--- src/rtl/alu_pipe.sv ---
// Two-stage pipelined 8-operation ALU with valid/ready handshakes on both sides.
// It also provides a zero flag qualified by valid_o and a wrapping count of delivered results.
module alu_pipe #(
  parameter int DATA_WIDTH = 8,
  parameter int SEL_WIDTH  = 3,
  parameter int CNT_WIDTH  = 16
) (
  input  logic                    clk,
  input  logic                    rst_n,
  input  logic                    valid_i,
  output logic                    ready_o,
  input  logic [DATA_WIDTH-1:0]   data_i_1,
  input  logic [DATA_WIDTH-1:0]   data_i_2,
  input  logic [SEL_WIDTH-1:0]    sel_i,
  output logic                    valid_o,
  input  logic                    ready_i,
  output logic [2*DATA_WIDTH-1:0] data_o,
  output logic                    zero_o,
  output logic [CNT_WIDTH-1:0]    res_cnt_o
);

  localparam int RW = 2 * DATA_WIDTH;

  typedef enum logic [2:0] {
    OP_ADD = 3'd0,
    OP_SUB = 3'd1,
    OP_MUL = 3'd2,
    OP_AND = 3'd3,
    OP_OR  = 3'd4,
    OP_XOR = 3'd5,
    OP_SHL = 3'd6,
    OP_MAX = 3'd7
  } op_e;

  logic                  s1_valid;
  op_e                   s1_op;
  logic [DATA_WIDTH-1:0] s1_a;
  logic [DATA_WIDTH-1:0] s1_b;
  logic                  s1_load;
  logic                  s2_load;
  logic [RW-1:0]         a_ext;
  logic [RW-1:0]         b_ext;
  logic [RW-1:0]         result;

  // S2 frees up whenever it is empty or its result is leaving this cycle.
  // S1 can then advance into it, so ready_o depends combinationally on ready_i.
  assign s2_load = !valid_o || ready_i;
  assign s1_load = !s1_valid || s2_load;
  assign ready_o = s1_load;

  // NOTE: sequential state uses non-blocking assignments so all flops update together at the edge
  always_ff @(posedge clk or negedge rst_n) begin
    if (!rst_n) begin
      s1_valid <= 1'b0;
    end else if (s1_load) begin
      s1_valid <= valid_i;
    end
  end

  // NOTE: operand registers have no reset; s1_valid alone decides whether they mean anything
  always_ff @(posedge clk) begin
    if (valid_i && s1_load) begin
      s1_op <= op_e'(sel_i[2:0]);
      s1_a  <= data_i_1;
      s1_b  <= data_i_2;
    end
  end

  assign a_ext = {{DATA_WIDTH{1'b0}}, s1_a};
  assign b_ext = {{DATA_WIDTH{1'b0}}, s1_b};

  always_comb begin
    // NOTE: default assigned first so every path drives result and no latch is inferred
    result = '0;
    case (s1_op)
      OP_ADD:  result = a_ext + b_ext;
      OP_SUB:  result = a_ext - b_ext;  // wraps in 2W, i.e. sign-extended difference
      OP_MUL:  result = a_ext * b_ext;
      OP_AND:  result = a_ext & b_ext;
      OP_OR:   result = a_ext | b_ext;
      OP_XOR:  result = a_ext ^ b_ext;
      OP_SHL:  result = a_ext << s1_b;  // amounts >= 2W naturally yield zero
      OP_MAX:  result = (s1_a > s1_b) ? a_ext : b_ext;
      default: result = '0;
    endcase
  end

  always_ff @(posedge clk or negedge rst_n) begin
    if (!rst_n) begin
      valid_o <= 1'b0;
      data_o  <= '0;
      zero_o  <= 1'b0;
    end else if (s2_load) begin
      valid_o <= s1_valid;
      if (s1_valid) begin
        data_o <= result;
        zero_o <= (result == '0);
      end
    end
  end

  always_ff @(posedge clk or negedge rst_n) begin
    if (!rst_n) begin
      res_cnt_o <= '0;
    end else if (valid_o && ready_i) begin
      res_cnt_o <= res_cnt_o + CNT_WIDTH'(1);
    end
  end

endmodule

--- config.mk ---
export PLATFORM = sky130hd
export DESIGN_NAME = alu_pipe
export DESIGN_NICKNAME = d
export VERILOG_FILES = /design/src/rtl/alu_pipe.sv
export SDC_FILE = /design/constraint.sdc
export NUM_CORES = 1
export LEC_CHECK = 0
export BUFFER_PORTS_ARGS = -buffer_cell sky130_fd_sc_hd__buf_2
export CAP_MARGIN = 5
export CORE_MARGIN = 1.5
export CORE_UTILIZATION = 34
export CTS_CLUSTER_SIZE = 25
export DETAILED_ROUTE_END_ITERATION = 8
export SYNTH_ARGS = -nofsm -noshare
export SYNTH_HDL_FRONTEND = slang
export SYNTH_SLANG_ARGS = --single-unit
--- constraint.sdc ---
create_clock -name clk -period 11.5 [get_ports clk]
set_input_delay 1.15 -clock clk [delete_from_list [all_inputs] [get_ports clk]]
set_output_delay 1.15 -clock clk [all_outputs]
set_load 0.01 [all_outputs]
==> results of run 1 <==
[state kept, by name, indices dropped and copies added (netlist names)]
name / flops
s1_b: 8
valid_o: 1
zero_o: 1
data_o: 16
s1_op: 3
res_cnt_o: 16
s1_a: 8
s1_valid: 1
[per-layer routing]
layer	global-route usage (%)	share of wire (%)
met5	0	0
met4	10.8	4.9
met3	2.69	6.2
met2	32.0	46
met1	26.4	43
[area by class of cell]
type                            instances  area [µm²]
Multi-Input combinational cell        527        4080
Clock inverter                          3        26.3
Tap cell                              225         282
Fill cell                            1772       10600
Clock buffer                            5         125
Inverter                               84         318
Sequential cell                        54        1450
Timing Repair Buffer                   62         323
[cell usage in the layout, fill, tap and decap left out, types with 7 or more instances in the layout]
cell and n:
nor2b_1 7, edfxtp_1 19, dfrtp_1 35, buf_2 57, nand2b_1 8, mux2_2 9
o21ai_0 42, nand4_1 9, and2_1 8, xnor2_1 23, mux2i_1 9, nand3_1 12
inv_1 80, nor2_1 82, fa_1 38, a21oi_1 32, a31oi_1 8, a211oi_1 8
ha_1 61, nand2_1 53, o22ai_1 8, xor2_1 8, nor3_1 22
[through the flow]
step           util, %  hold slack, ns  power (mW)  instance area (µm²)  instances
2_1_floorplan        -           0.480       0.635                 5970        692
3_3_place_gp      37.4           0.457       0.779                 6450        952
3_5_place_dp      37.4           0.460       0.781                 6450        952
4_1_cts           38.3           0.470       0.950                 6600        960
5_1_grt           38.3           0.488        1.03                 6600        960
6_report          38.3           0.470       0.946                 6600        960
[report_power, final]
group | total [mW] | internal, mW | switching, mW
clock | 0.164 | 0.0831 | 0.0804
combinational | 0.518 | 0.214 | 0.304
sequential | 0.265 | 0.231 | 0.0335
total | 0.946 | 0.528 | 0.418
[worst paths after layout]
check	slack [ns]	end	depth (start not counted)	start
setup / recovery	5.91	zero_o	18	s1_b[2]
max in group asynchronous	10.10	res_cnt_o[12]	1	rst_n
hold / removal	0.47	res_cnt_o[15]	1	res_cnt_o[15]
min in group asynchronous	0.92	data_o[12]	1	rst_n
setup reg to reg	5.91	zero_o	18	s1_b[2]
hold reg to reg	0.47	res_cnt_o[15]	1	res_cnt_o[15]
[synthesized netlist by cell type, drive strengths merged, types with 9 or more instances]
library cell	n
a211oi	10
a21oi	32
and2	9
buf	15
clkbuf	12
dfrtp	35
edfxtp	19
fa	38
ha	61
inv	81
mux2	9
mux2i	9
nand2	53
nand3	12
nand4	9
nor2	82
nor3	22
o21ai	44
xnor2	23
[logic make-up (layout without fill, tap and decap cells)]
logic type / count (synthesis) / count (layout) / share of synthesized area, %
multiplexers: 19 / 19 / 3.58
AND/OR/NAND/NOR: 225 / 225 / 17.9
AO/OA/AOI/OAI: 153 / 153 / 16.8
adder cells (fa/ha/maj): 99 / 99 / 25.5
buffers and inverters: 111 / 154 / 7.42
flip-flops: 54 / 54 / 24.2
XOR/XNOR: 31 / 31 / 4.55
==> reports/results.ini, run 1 <==
[clocking]
post-cts-setup-buffers=0
clkTransAtPathRegs_ns=0.08
postCtsResizedCells=0
cts_tree=yes
clk-insertion-delay-late_ns=0.31
cts_sinks=54
clk_path_buf_depth=2
hold_buffers=0
htree_levels=2
clock-root-buffer=clkbuf_16
numCtsBuffers=5

[worst_setup_path]
max_stage_delay_ns=0.61
crit_path_frequent_cell=fa_1
worstPathArrival_ns=5.82
crit_slowest_cell=edfxtp_1
crit_path_start_kind=register
endpoint_kind=register
worstSetupPathType=reg -> reg
crit_chain=inv_1 > nor2_1 > fa_1 > fa_1 > inv_1 > fa_1 > fa_1 > inv_1 > ha_1 > a211oi_2 > o21bai_1 > a2111o_1 > a31o_2 > nand4_1 > a31oi_1 > nor4_1 > nand4_1 > o21ai_1
crit_family=adder cells
required_ns=11.73
worstPathMaxFanout=17
worst-path-buf-inv=3

[synth]
synth_edf_count=19
syn_nets=814
synth_top_area_cell=dfrtp_1
post_synth_num_cell_types=72
async_flop_share_pct=64.8
yosysTopAreaCellShare_pct=14.7
synthesis.area_mm2=0.00597
yosysWarnings=0
ys_seq_area_share_pct=24.2
synth_ff_type=dfrtp_1
ys_ff_latch=54
synth_cells=692
syn_avg_cell_area_um2=8.63
ys_top_cells_by_area=dfrtp_1 15%, ha_1 13%, fa_1 13%

[die]
rows=48
start_util_pct=34.6
die_h_um=136
core_mm2=0.0172
ios=58
fp.dieW_um=136
die_area_mm2=0.0184

[sta]
period_share_pct=48.6
tns_ns=0
hold_violations=0
setup_violations=0
layout_setup_ws_ns=5.91
slew_viol_final=0
worst_pin_slew_ns=0.896
relSlewSlack_pct=39.8
rsz0062_at_grt=no
fin_crit_ns=5.59
max_freq_mhz=179
skew_ns=0.0108

[layout]
nets=856
area_growth_pct=10.6
num_antenna_cells=0
drive_above_1_share_pct=12.1

[min_path]
hp-class=reg -> reg

[place]
pre_cts_slack_ns=5.98
dp_hpwl_um=13900
gp_congestion=0.951
port_buffers=57

[global_routing]
grtUsageTotal_pct=20.0
grt_pass1_wl_um=28300
antenna_found_initial=0
grt_pass1_vias=5258
grt_max_degree=36
grt.overflow.total=0

[route]
wl_um=17700
num_vias=5298
drtIter0Drc=382
via_per_inst=5.52
drtPass1Iterations=5
wire_per_inst_um=18.4
ant_nets=0
drc=0

[power]
ir_drop_uv=89.1
p_per_area_mw_per_mm2=143
static-leakage-power_nw=3.05

[run]
drv_cap=0

[status]
status=complete, no violations

(Power assumes the default switching activity.)
==> inputs of run 2 (changes only) <==
==> constraint.sdc (replaced) <==
create_clock -name clk -period 5 [get_ports clk]
set_input_delay 0.5 -clock clk [delete_from_list [all_inputs] [get_ports clk]]
set_output_delay 0.5 -clock clk [all_outputs]
set_load 0.01 [all_outputs]
==> run 2 against run 1 <==
Net effect:
- global-route usage grew 0.056 points
- hold slack lost 0.21 ns
- via count grew 3.3%
- core utilization grew 3.1 points
- critical path type unchanged
==> reports/results.ini, run 2 (synthesis gave the netlist of run 1 again) <==
[status]
status=complete, no violations

[route]
drc=0
via_per_inst=5.38
num_vias=5474
wire_per_inst_um=17.7
drtIter0Drc=490
wl_um=18000
drtPass1Iterations=6
ant_nets=0

[global_routing]
grtUsageTotal_pct=20.1
grt_pass1_vias=5354
grt.overflow.total=0
antenna_found_initial=0
grt_max_degree=36
grt_pass1_wl_um=28400

[power]
power_mw=2.32
p_per_area_mw_per_mm2=325
static-leakage-power_nw=3.33
ir_drop_uv=218

[clocking]
cts_tree=yes
numCtsBuffers=5
clkTransAtPathRegs_ns=0.08
htree_levels=2
hold_buffers=0
clk-insertion-delay-late_ns=0.31
clock-root-buffer=clkbuf_16
clk_path_buf_depth=2
cts_sinks=54

[layout]
utilization_pct=41.3
nets=914
layout_commonest_cell=nor2_1
reg_top3=data_o (16), res_cnt_o (16)
finalInstanceArea_mm2=0.00713
area_growth_pct=19.4
drive_above_1_share_pct=20.9
finalNonFillerCells=1018
num-fill-cells=1705
num_antenna_cells=0
final_cell_mix=81 x nor2_1, 76 x inv_1, 61 x buf_4

[sta]
skew_ns=0.00732
slew_viol_final=0
worst_pin_slew_ns=0.982
max_freq_mhz=209
fin_hold_ws_ns=0.261
period_share_pct=95.6
hold_violations=0
relSlewSlack_pct=34.4
layout_setup_ws_ns=0.219
tns_ns=0
fin_crit_ns=4.78
setup_violations=0

[worst_setup_path]
crit_path_start_kind=register
crit_chain=buf_6 > ha_1 > fa_1 > fa_1 > fa_1 > inv_1 > fa_1 > inv_1 > ha_4 > o21a_1 > o21a_1 > a211oi_2 > o31ai_2 > xnor2_1 > nor2_1 > a211oi_2 > buf_4 > o21ai_0
max_stage_delay_ns=0.55
r2r-end=data_o[12]
crit_path_frequent_cell=fa_1
crit_slowest_cell=fa_1
rr_worst_depth=18
worstPathMaxFanout=4
required_ns=5.15
ff2ff_setup_slack_ns=0.22
worstSetupPathType=reg -> reg
timing.rr.start=s1_b[4]
cp-startpoint=s1_b[4]
endpoint_kind=register
worstPathArrival_ns=4.94

[die]
die_h_um=136
rows=48
die_area_mm2=0.0184
ios=58
fp.dieW_um=136
start_util_pct=34.6
core_mm2=0.0172

[place]
port_buffers=57
pre_cts_slack_ns=-0.0147
dp_hpwl_um=14500
place_inst=998
gp_congestion=0.987
dpl_cell_area_mm2=0.00679

[min_path]
hp-class=in -> async

[run]
drv_cap=0

-- run 2: cell count changes in the layout (fill, tap and decap cells not counted), sizes merged --
cell  change
buf      +58
-- run 2: power by group --
group	total, mW	switching, mW	leakage [nW]	internal, mW
sequential	0.603	0.0706	0.635	0.532
combinational	1.35	0.751	2.62	0.597
clock	0.368	0.178	0.0748	0.191
-- run 2: final cells by class --
cell class              count  area, µm²  area share [%]
multi-input cells         527       4160            58.4
flip-flops and latches     54       1450            20.3
inverters                  84        318            4.46
repair buffers            120        766            10.7
clock buffers               5        125            1.76
well taps                 225        282            3.95
clock inverters             3       26.3           0.369
-- run 2: critical path, delay by kind of cell, from the launching register on --
| family | cells | cell delay, ns |
|---|---|---|
| and+or+nand+nor | 1 | 0.07 |
| DFF | 1 | 0.48 |
| buffers and inverters | 4 | 0.43 |
| AOI/OAI and AO/OA | 6 | 0.93 |
| adders and majority gates | 6 | 2.56 |
| xor gates and xnor gates | 1 | 0.16 |
-- run 2: routing by layer --
layer  wire length [µm]  part of all wire (%)  track usage [%]
met1               7710                    43             26.0
met2               8310                    46             32.3
met3               1190                   6.6             3.44
met4                845                   4.7             10.2
met5                  0                     0                0
-- run 2: how the worst max path moves through the flow --
stage                 endpoint  slack (ns)  cells after the start
CTS                     zero_o       0.002                     19
finish              data_o[12]        0.22                     18
detailed placement      zero_o       -0.01                     21
global route            zero_o       -0.02                     18
global placement        zero_o        0.03                     21
floorplan               zero_o        0.02                     19
-- run 2: repair_timing --
action                                  in CTS  in global routing
pin swaps                                    1                 20
resized for setup                            3                 21
endpoints found under the setup margin       1                  7
setup buffers                                2                 10
==> inputs of run 3 (changes only) <==
--- a/config.mk
+++ b/config.mk
@@ -5,12 +5,13 @@
 export SDC_FILE = /design/constraint.sdc
 export NUM_CORES = 1
 export LEC_CHECK = 0
-export BUFFER_PORTS_ARGS = -buffer_cell sky130_fd_sc_hd__buf_2
 export CAP_MARGIN = 5
 export CORE_MARGIN = 1.5
 export CORE_UTILIZATION = 34
 export CTS_CLUSTER_SIZE = 25
 export DETAILED_ROUTE_END_ITERATION = 8
+export DONT_BUFFER_PORTS = 1
+export SKIP_LAST_GASP = 1
 export SYNTH_ARGS = -nofsm -noshare
 export SYNTH_HDL_FRONTEND = slang
 export SYNTH_SLANG_ARGS = --single-unit
==> run 3 against run 2 <==
Net effect:
- fmax decreased by 0.92%
- die area unchanged
- total power increased by 2.6%
- critical path type unchanged
- critical endpoint is now zero_o
- largest power group unchanged
- highest routed layer unchanged
==> reports/results.ini, run 3 (synthesis gave the netlist of run 1 again) <==
[status]
status=complete, no violations

[sta]
layout_setup_ws_ns=0.175
fin_hold_ws_ns=0.0205
skew_ns=0.00752
period_share_pct=96.5
relSlewSlack_pct=27.1
fin_crit_ns=4.83
worst_pin_slew_ns=1.09
setup_violations=0
hold_violations=0
slew_viol_final=0
max_freq_mhz=207

[route]
ant_nets=0
drc=0
wire_per_inst_um=20.2
drtIter0Drc=375
drtPass1Iterations=5
num_vias=5407
via_per_inst=5.60
wl_um=19500

[power]
seqPwrFrac_pct=27.1
intPower_mw=1.35
p_clk_share_pct=17.7
static-leakage-power_nw=3.11
p_sw_mw=1.03
power_mw=2.38
pwr-share-comb_pct=55.2
swShare_pct=43.5
p_per_area_mw_per_mm2=340
ir_drop_uv=279

[place]
dp_hpwl_um=15300
pre_cts_slack_ns=-0.0352
port_buffers=0
gp_congestion=1.03

[worst_setup_path]
worstSetupPathType=reg -> reg
crit_path_frequent_cell=fa_1
crit_slowest_cell=fa_1
crit_path_start_kind=register
worstPathMaxFanout=4
rr_worst_depth=17
endpoint_kind=register
timing.rr.start=s1_a[2]
ff2ff_setup_slack_ns=0.17
r2r-end=zero_o
max_stage_delay_ns=0.55
crit_chain=inv_2 > buf_4 > nor2_2 > fa_1 > fa_1 > fa_1 > inv_1 > fa_1 > inv_1 > ha_4 > a2111o_1 > a31o_4 > nand4_1 > a31oi_1 > nor4_2 > nand4_1 > o21ai_1
required_ns=5.23
worstPathArrival_ns=5.06

[layout]
area_growth_pct=17.1
reg_top3=data_o (16), res_cnt_o (16)
utilization_pct=40.6
drive_above_1_share_pct=17.7
nets=860
layout_commonest_cell=nor2_1
final_cell_mix=75 x nor2_1, 71 x inv_1, 58 x buf_4

[global_routing]
grt_pass1_wl_um=29400
antenna_found_initial=0
grt_max_degree=36
grt_pass1_vias=5244
grt.overflow.total=0
grtUsageTotal_pct=21.3

[clocking]
cts_tree=yes
clock-root-buffer=clkbuf_16
cts_sinks=54
clk_path_buf_depth=2
numCtsBuffers=5
clkTransAtPathRegs_ns=0.08
clk-insertion-delay-late_ns=0.31
htree_levels=2

[die]
start_util_pct=34.6
rows=48
die_h_um=136
die_area_mm2=0.0184
ios=58
core_mm2=0.0172
fp.dieW_um=136

[run]
drv_cap=0

[min_path]
hp-class=in -> async

==> run 3: changes by cell type in the layout (fill, tap and decap cells not counted), sizes merged <==
cell    before  now
buf        120   66
diode        0    2
bufinv       0    1
inv         83   82
==> run 3: stage by stage <==
step	instance area (µm²)	TNS (ns)	instances
detailed placement	6490	-0.0352	939
global route	6990	-0.0268	964
CTS	6700	0	948
floorplan	5970	0	692
global placement	6490	0	939
finish	6990	0	966
==> run 3: cell type report <==
cell class / count / area (µm²)
fill: 1743 / 10200
multi-input combinational: 527 / 4230
sequential: 54 / 1450
timing repair buffer: 66 / 538
inverter: 84 / 318
tap: 225 / 282
clock buffer: 5 / 125
clock inverter: 3 / 47.5
antenna: 2 / 5.00
==> run 3: what timing repair did <==
item	4_1_cts	5_1_grt
setup buffers	0	16
resized for setup	3	52
hold buffers	1	0
setup endpoints to repair	1	7
hold endpoints to repair	35	0
pin swaps	0	25
==> run 3: worst max-delay path by stage <==
| stage | startpoint | end | depth (start not counted) |
|---|---|---|---|
| after floorplan | s1_b[3] | zero_o | 19 |
| after global placement | s1_b[3] | zero_o | 21 |
| after detailed placement | s1_a[2] | zero_o | 18 |
| after CTS | s1_b[3] | zero_o | 21 |
| after global routing | s1_b[3] | zero_o | 19 |
| final | s1_a[2] | zero_o | 17 |
==> run 3: power groups by stage <==
stage               combinational, mW  sequential (mW)  clock [mW]
finish                           1.31            0.644       0.421
global route                     1.45            0.655       0.438
CTS                              1.17            0.645       0.430
detailed placement               1.14            0.652           0
global placement                 1.13            0.654           0
floorplan                       0.834            0.627           0
==> run 3: worst max-delay path: cells and delay by family, from the launching register on <==
kind | cells | cell delay, ns
buf+inv | 4 | 0.34
fa+ha+maj | 5 | 2.30
flops | 1 | 0.47
simple gates | 4 | 0.71
compound gates | 4 | 0.93
==> run 3: routing by layer <==
| layer | part of all wire, % | global-route usage [%] | up-vias |
|---|---|---|---|
| met2 | 47 | 35.8 | 248 |
| met5 | 0 | 0 | - |
| met4 | 3.4 | 8.60 | 0 |
| li1 | - | - | 2495 |
| met3 | 6.3 | 2.21 | 43 |
| met1 | 43 | 28.1 | 2621 |
